### src/rtl/wb_arbiter.sv
// wb_arbiter: round-robin writeback arbiter in front of a register file.
// Three requesters (0=ALU, 1=LSU, 2=CSR) compete for one write port. The
// grant is combinational. The winning write is registered for one cycle and
// is exposed to two source-operand bypass comparators.
//
// Ports:
//   clk, rst_n             clock and asynchronous active-low reset
//   req_valid[2:0]         per-requester writeback request
//   req_addr[14:0]         5-bit destination per requester, i at [5i+4:5i]
//   req_data[95:0]         32-bit data per requester, i at [32i+31:32i]
//   req_ready[2:0]         one-hot grant (transfer = valid & ready)
//   flush                  kills grants and the next-cycle write
//   w_en, w_addr, w_data   registered register-file write port
//   r_addr1, r_addr2       source addresses for bypass compare
//   fwd_hit1/2, fwd_data1/2  bypass hit and data
module wb_arbiter (
  input  logic        clk,
  input  logic        rst_n,
  input  logic [2:0]  req_valid,
  input  logic [14:0] req_addr,
  input  logic [95:0] req_data,
  output logic [2:0]  req_ready,
  input  logic        flush,
  output logic        w_en,
  output logic [4:0]  w_addr,
  output logic [31:0] w_data,
  input  logic [4:0]  r_addr1,
  input  logic [4:0]  r_addr2,
  output logic        fwd_hit1,
  output logic        fwd_hit2,
  output logic [31:0] fwd_data1,
  output logic [31:0] fwd_data2
);

  logic [1:0]  rr_ptr;
  logic [1:0]  ptr_eff;
  logic        gnt_any;
  logic [1:0]  gnt_idx;
  logic [4:0]  sel_addr;
  logic [31:0] sel_data;
  int          idx;

  // Scan from the highest offset down so the lowest offset (first in
  // round-robin order) overwrites and wins. Grants are suppressed while
  // in reset or flushing.
  always_comb begin
    ptr_eff = (rr_ptr == 2'd3) ? 2'd0 : rr_ptr;
    gnt_any = 1'b0;
    gnt_idx = 2'd0;
    idx     = 0;
    for (int k = 2; k >= 0; k--) begin
      idx = (int'(ptr_eff) + k) % 3;
      if (rst_n && !flush && req_valid[idx]) begin
        gnt_any = 1'b1;
        gnt_idx = 2'(idx);
      end
    end
  end

  assign req_ready = gnt_any ? (3'b001 << gnt_idx) : 3'b000;

  always_comb begin
    sel_addr = req_addr[4:0];
    sel_data = req_data[31:0];
    case (gnt_idx)
      2'd1: begin
        sel_addr = req_addr[9:5];
        sel_data = req_data[63:32];
      end
      2'd2: begin
        sel_addr = req_addr[14:10];
        sel_data = req_data[95:64];
      end
      default: begin
        sel_addr = req_addr[4:0];
        sel_data = req_data[31:0];
      end
    endcase
  end

  // Writes to x0 are accepted (and advance the pointer) but never enable
  // the register file.
  always_ff @(posedge clk or negedge rst_n) begin
    if (!rst_n) begin
      rr_ptr <= 2'd0;
      w_en   <= 1'b0;
      w_addr <= 5'd0;
      w_data <= 32'd0;
    end else begin
      w_en <= gnt_any && (sel_addr != 5'd0);
      if (gnt_any) begin
        w_addr <= sel_addr;
        w_data <= sel_data;
        rr_ptr <= (gnt_idx == 2'd2) ? 2'd0 : gnt_idx + 2'd1;
      end
    end
  end

  assign fwd_hit1  = w_en && (w_addr == r_addr1) && (r_addr1 != 5'd0);
  assign fwd_hit2  = w_en && (w_addr == r_addr2) && (r_addr2 != 5'd0);
  assign fwd_data1 = w_data;
  assign fwd_data2 = w_data;

endmodule

### config.mk
export PLATFORM = sky130hd
export DESIGN_NAME = wb_arbiter
export DESIGN_NICKNAME = d
export VERILOG_FILES = /design/src/rtl/wb_arbiter.sv
export SDC_FILE = /design/constraint.sdc
export NUM_CORES = 1
export LEC_CHECK = 0
export ABC_AREA = 0
export CAP_MARGIN = 0
export CORE_MARGIN = 8
export CORE_UTILIZATION = 37
export CTS_CLUSTER_SIZE = 14
export DETAILED_ROUTE_END_ITERATION = 8
export PLACE_DENSITY = 0.87
export REMOVE_ABC_BUFFERS = 1
export SYNTH_ARGS = -nofsm -noshare
export SYNTH_HDL_FRONTEND = slang
export SYNTH_SLANG_ARGS = --single-unit
### constraint.sdc
create_clock -name clk -period 4.4 [get_ports clk]
set_clock_uncertainty 0.1 [all_clocks]
set_input_delay 0.66 -clock clk [delete_from_list [all_inputs] [get_ports clk]]
set_output_delay 0.66 -clock clk [all_outputs]
set_load 0.01 [all_outputs]
* Word level (Yosys, flattened, before mapping) *
Index checks and enable logic that the tools add are counted.

storage, ports and cells
  register bits = 40
  bits in latches = 0
  bits in writable memories = 0
  ROM bits = 0
  input bits = 127
  output and inout bits = 107
  logic and storage cells = 52
  memories kept = 0

cells by class
  add/subtract/negate cells = 3
  multipliers = 0
  div/mod/pow operators = 3
  order comparisons = 3
  equal/unequal tests = 5
  shift-type cells = 1
  mux-type cells = 20
  bitwise logic cells = 0
  reduce and logical (&&, ||, !) cells = 13

operators with widths
  cell                                                                            count
  32-bit by 4-bit less-than comparator with 1-bit output (second input constant)  3
  32-bit by 3-bit remainder unit with 32-bit output (second input constant)       2
  32-bit one-hot mux with 2 select lines                                          1
  3-bit by 3-bit remainder unit with 32-bit output (second input constant)        1
  5-bit nonzero test                                                              3
  5-bit equality test                                                             2
  2-bit 2-to-1 mux                                                                5
  5-bit one-hot mux with 2 select lines                                           1
  1-bit logical AND                                                               9
  1-bit 2-to-1 mux                                                                9
  1-bit binary-select mux with 2-bit select                                       3
  2-bit equality test (second input constant)                                     2
  2-bit by 1-bit adder with 3-bit output (second input constant)                  1
  2-bit by 2-bit adder with 3-bit output (second input constant)                  1
  3-bit 2-to-1 mux                                                                1
  1-bit by 2-bit left shift with 3-bit output (first input constant)              1
  2-bit by 1-bit adder with 2-bit output (second input constant)                  1
  2-bit by 1-bit equality test with 1-bit output (second input constant)          1
  1-bit logical NOT                                                               1

* Logic depth before layout (Yosys ltp) *
  depth after elaboration = 15
  gate-level depth with buffers = 13
  mapped depth without buffers = 11

* Least setup slack after synthesis *
OpenSTA, ideal clock, no wires.

  path kind = register -> output
  from = reg rr_ptr[0]
  to = out req_ready[2]
  data arrival time = 2601 ps
  required time = 3640 ps
  slack = 1039 ps
  cell stages (with the launch flop) = 11
  path buffers = 2
  cell sequence = dfrtp_1 > inv_1 > ha_1 > and2b_1 > o21bai_1 > a21oi_1 > o31ai_1 > ha_1 > clkbuf_1 > clkbuf_1 > nor2b_1

on the way
  word-level cells in the longest chain between the ends = 13
  elaborated cells on any way between the ends = 27
  those cells by class = 2 x add/sub; 3 x div; 1 x eq/ne; 1 x shift; 17 x mux; 3 x reduce/logical

ends and longest elaborated chain
  item                                                  line  source
  start, declared                                       35    logic [1:0] rr_ptr;
  start signal, assigned                                94    rr_ptr <= (gnt_idx == 2'd2) ? 2'd0 : gnt_idx + 2'd1;
  2-bit equality test                                   47    ptr_eff = (rr_ptr == 2'd3) ? 2'd0 : rr_ptr;
  2-bit 2-to-1 mux (*)                                  47
  2-bit by 2-bit adder with 3-bit output                52    idx = (int'(ptr_eff) + k) % 3;
  32-bit by 3-bit remainder unit with 32-bit output     52
  1-bit binary-select mux with 2-bit select             53    if (rst_n && !flush && req_valid[idx]) begin
  1-bit 2-to-1 mux (not written as such) (2 in series)  53
  1-bit logical AND                                     53
  2-bit 2-to-1 mux (3 in series)                        53
  1-bit by 2-bit left shift with 3-bit output           60    assign req_ready = gnt_any ? (3'b001 << gnt_idx) : 3'b000;
  3-bit 2-to-1 mux (*)                                  60
  end, declared                                         22    output logic [2:0] req_ready,

Mark *: on every way between the ends. The rest lies on a longest branch, timed or not. The select of a mux whose other input is x is not followed.

* Worst setup path in the final report *
  from = in req_valid[1]
  to = out req_ready[2]

on the way
  word-level cells in the longest chain between the ends = 9
  elaborated cells on any way between the ends = 20
  those cells by class = 1 x shift; 16 x mux; 3 x reduce/logical

ends and longest elaborated chain
  item                                                  line  source
  start, declared                                       19    input logic [2:0] req_valid,
  1-bit binary-select mux with 2-bit select             53
  1-bit 2-to-1 mux (not written as such) (2 in series)  53
  1-bit logical AND                                     53
  2-bit 2-to-1 mux (3 in series)                        53
  1-bit by 2-bit left shift with 3-bit output           60
  3-bit 2-to-1 mux (*)                                  60

Marked as above.

==> results.toml <==
[sta]
slew_viol_final = 0
fmax_mhz = 249
whs_ps = 342
layout_min_cycle_time_ps = 4020
slew-limit-headroom_pct = 62.1
tightest_slew_ps = 569
rsz0062_at_grt = "no"
tns_ps = 0
setup_violations = 0
setup_ws_ps = 382
fin_crit_sh_pct = 91.3
hold_violations = 0

[placement]
dp_slack_ps = 438
gp_congestion = 0.895
hpwl_mm = 8.95
dp.cells = 600
io_buffers = 233

[grt]
grt_remaining_overflow = 0
grt_max_degree = 45
grt_pass1_vias = 3414
grt_usage_pct = 18.5
antenna_found_initial = 0
grt_pass1_wl_mm = 17.3

[routing]
vias = 3096
drtIter0Drc = 119
wl_met1_mm = 4.18
drt_first_pass_iters = 4
route.met3.wl_mm = 1.04
viasPerCell = 5.09
drc_errors = 0
maxUsedRoutingLayer = "met4"
wl_met2_mm = 5.70
wl_per_cell_um = 18.3
drt_wl_total_mm = 11.2
ant_nets = 0

[floorplan]
core_area_mm2 = 0.00818
die_x_um = 108
num_io_pins = 234
rows = 33
chipHeight_um = 108
initial_core_util_pct = 38.0
dieArea_mm2 = 0.0116

[power_and_ir_drop]
seq_power_share_pct = 24.7
switching_share_pct = 39.4
combinationalPowerShare_pct = 67.5
ir_worst_vdd_mv = 0.408
clockPowerShare_pct = 7.7
intPower_w = 0.00195
switching_power_w = 0.00127
p_leak_nw = 2.00
p_per_area_mw_per_mm2 = 628

[cells_and_area]
multi_input_area_mm2 = 0.00148
seq_area_mm2 = 0.00100
num-nets-final = 637
fillCellCount = 668
drive_gt1_share_pct = 3.78
n_antenna_cell = 0
area_growth_pct = 64.7
fin_cells = 608

[setup_path]
crit_family = "buffers and inverters"
required_ps = 3640
crit_chain = "clkdlybuf4s50_1 -> and2b_1 -> o21bai_1 -> a21oi_1 -> o31ai_1 -> ha_1 -> nor2b_1 -> clkdlybuf4s50_1"
crit_fanout = 4
critical_path_arrival_ps = 3260
cp_common_cell = "clkdlybuf4s50_1"
critical_path_class = "in -> out"
cp_slowest_cell = "clkdlybuf4s50_1"
r2r_setup_slack_ps = 910
crit_buf_inv = 2
r2r_cells = 10
rr_endpoint = "fwd_data1[14]"
slowest_delay_ps = 570
rr_startpoint = "rr_ptr[0]"
cp-start-kind = "primary input"
endpoint_kind = "output port"

[synth]
post_synth.cell_area_avg_um2 = 9.10
synth.distinct_cells = 38
yosysWarningCount = 0
ys.flop_type = "dfrtp_1"
synth-seq-cells = 40
synth-edff-count = 0
synthCells = 341
synth_area_mm2 = 0.00310
async_flop_share_pct = 100
yosysSeqAreaShare_pct = 32.2

[clock_tree]
clock_path_buffers = 2
clk_pin_slew_worst_paths_ps = 70
cts_max_level = 2
ctsResizeCount = 0
cts_buffers = 5
cts_setup_buffers = 0
tritoncts = "done"
cts.hold.buffers_added = 0
insertion_delay_ps = 280
cts_root_buf = "clkbuf_8"
clock-sinks = 40

[job]
cap_viol_max_count = 0

[worst_hold_path]
hp-class = "in -> async"

[outcome]
status = "finished, final reports clean"
==> cell usage after synthesis, types with 2 or more instances <==
cell      number  area share [%]
nand2_1        6            0.73
dfrtp_1       40              32
nor4_1         2            0.40
xor2_1         3            0.85
buf_4         65              16
xnor2_1        5             1.4
nand3_1        2            0.32
buf_8          3             1.5
inv_1          6            0.73
nor2_1        37             4.5
mux2i_1        4             1.3
o21ai_0        2            0.32
nand2b_1       3            0.60
a22oi_1       37             8.9
clkbuf_1      15             1.8
nor2b_1        3            0.60
ha_1           8             3.2
a21oi_1       41             6.6
mux2_2         3             1.1
mux2_1        34              12
nor3_1         5            0.81
==> routing by layer <==
layer / GRT usage (%) / vias up
li1: - / 1458
met1: 19.7 / 1462
met2: 32.7 / 160
met3: 7.07 / 16
met4: 6.44 / 0
met5: 0 / -
==> area by class of cell <==
| type | instances | area share, % |
|---|---|---|
| clock inverter | 1 | 0.147 |
| clock buffer | 7 | 1.69 |
| timing repair buffer | 239 | 46.6 |
| multi-input combinational | 210 | 28.9 |
| tap | 105 | 2.57 |
| inverter | 6 | 0.441 |
| sequential | 40 | 19.6 |
==> registers in the layout (all words and copies together) (netlist names) <==
| signal | count |
|---|---|
| fwd_data1 | 32 |
| rr_ptr | 2 |
| w_addr | 5 |
| w_en | 1 |
==> logic make-up after synthesis <==
family,after synthesis,share of synthesized area (%)
buffers and inverters,91,20.2
AO/OA/AOI/OAI,89,18.1
AND/OR/NAND/NOR,64,9.23
multiplexers,41,14.7
flip-flops,40,32.2
XOR/XNOR,8,2.26
adder cells (fa/ha/maj),8,3.22
==> worst max path at each step <==
stage / startpoint / to / cells past startpoint
6_report: req_valid[1] / req_ready[2] / 8
5_1_grt: req_valid[1] / req_ready[0] / 8
4_1_cts: req_valid[1] / req_ready[2] / 8
3_5_place_dp: req_valid[1] / req_ready[0] / 8
3_3_place_gp: req_valid[1] / req_ready[2] / 8
2_1_floorplan: rr_ptr[1] / req_ready[0] / 6
==> stage by stage <==
step / power (W) / utilization, % / cell area, um^2
final: 0.00321 / 62.5 / 5110
after detailed placement: 0.00299 / 61.4 / 5020
after floorplan: 0.00163 / - / 2500
after CTS: 0.00326 / 62.5 / 5110
after global routing: 0.00343 / 62.5 / 5110
after global placement: 0.00294 / 61.4 / 5020
==> cells in the final DEF (no fill, tap or decap), types with 2 or more instances in the layout <==
| cell | n |
|---|---|
| clkdlybuf4s50_1 | 232 |
| a21oi_1 | 41 |
| dfrtp_1 | 40 |
| nor2_1 | 37 |
| a22oi_1 | 37 |
| mux2_1 | 34 |
| ha_1 | 7 |
| inv_1 | 6 |
| nand2_1 | 6 |
| clkbuf_8 | 6 |
| nor3_1 | 5 |
| xnor2_1 | 5 |
| buf_4 | 5 |
| mux2i_1 | 4 |
| nand2b_1 | 3 |
| nor2b_1 | 3 |
| xor2_1 | 3 |
| mux2_2 | 3 |
| o21ai_0 | 2 |
| nor4_1 | 2 |
| nand3_1 | 2 |
==> power by group through the flow <==
stage               sequential (W)  clock (W)  combinational [W]
finish                    0.000795   0.000249            0.00217
global route              0.000829   0.000277            0.00233
CTS                       0.000799   0.000259            0.00220
detailed placement        0.000801          0            0.00219
global placement          0.000789          0            0.00215
floorplan                 0.000995          0           0.000638
Power figures use the tool's default switching activity.
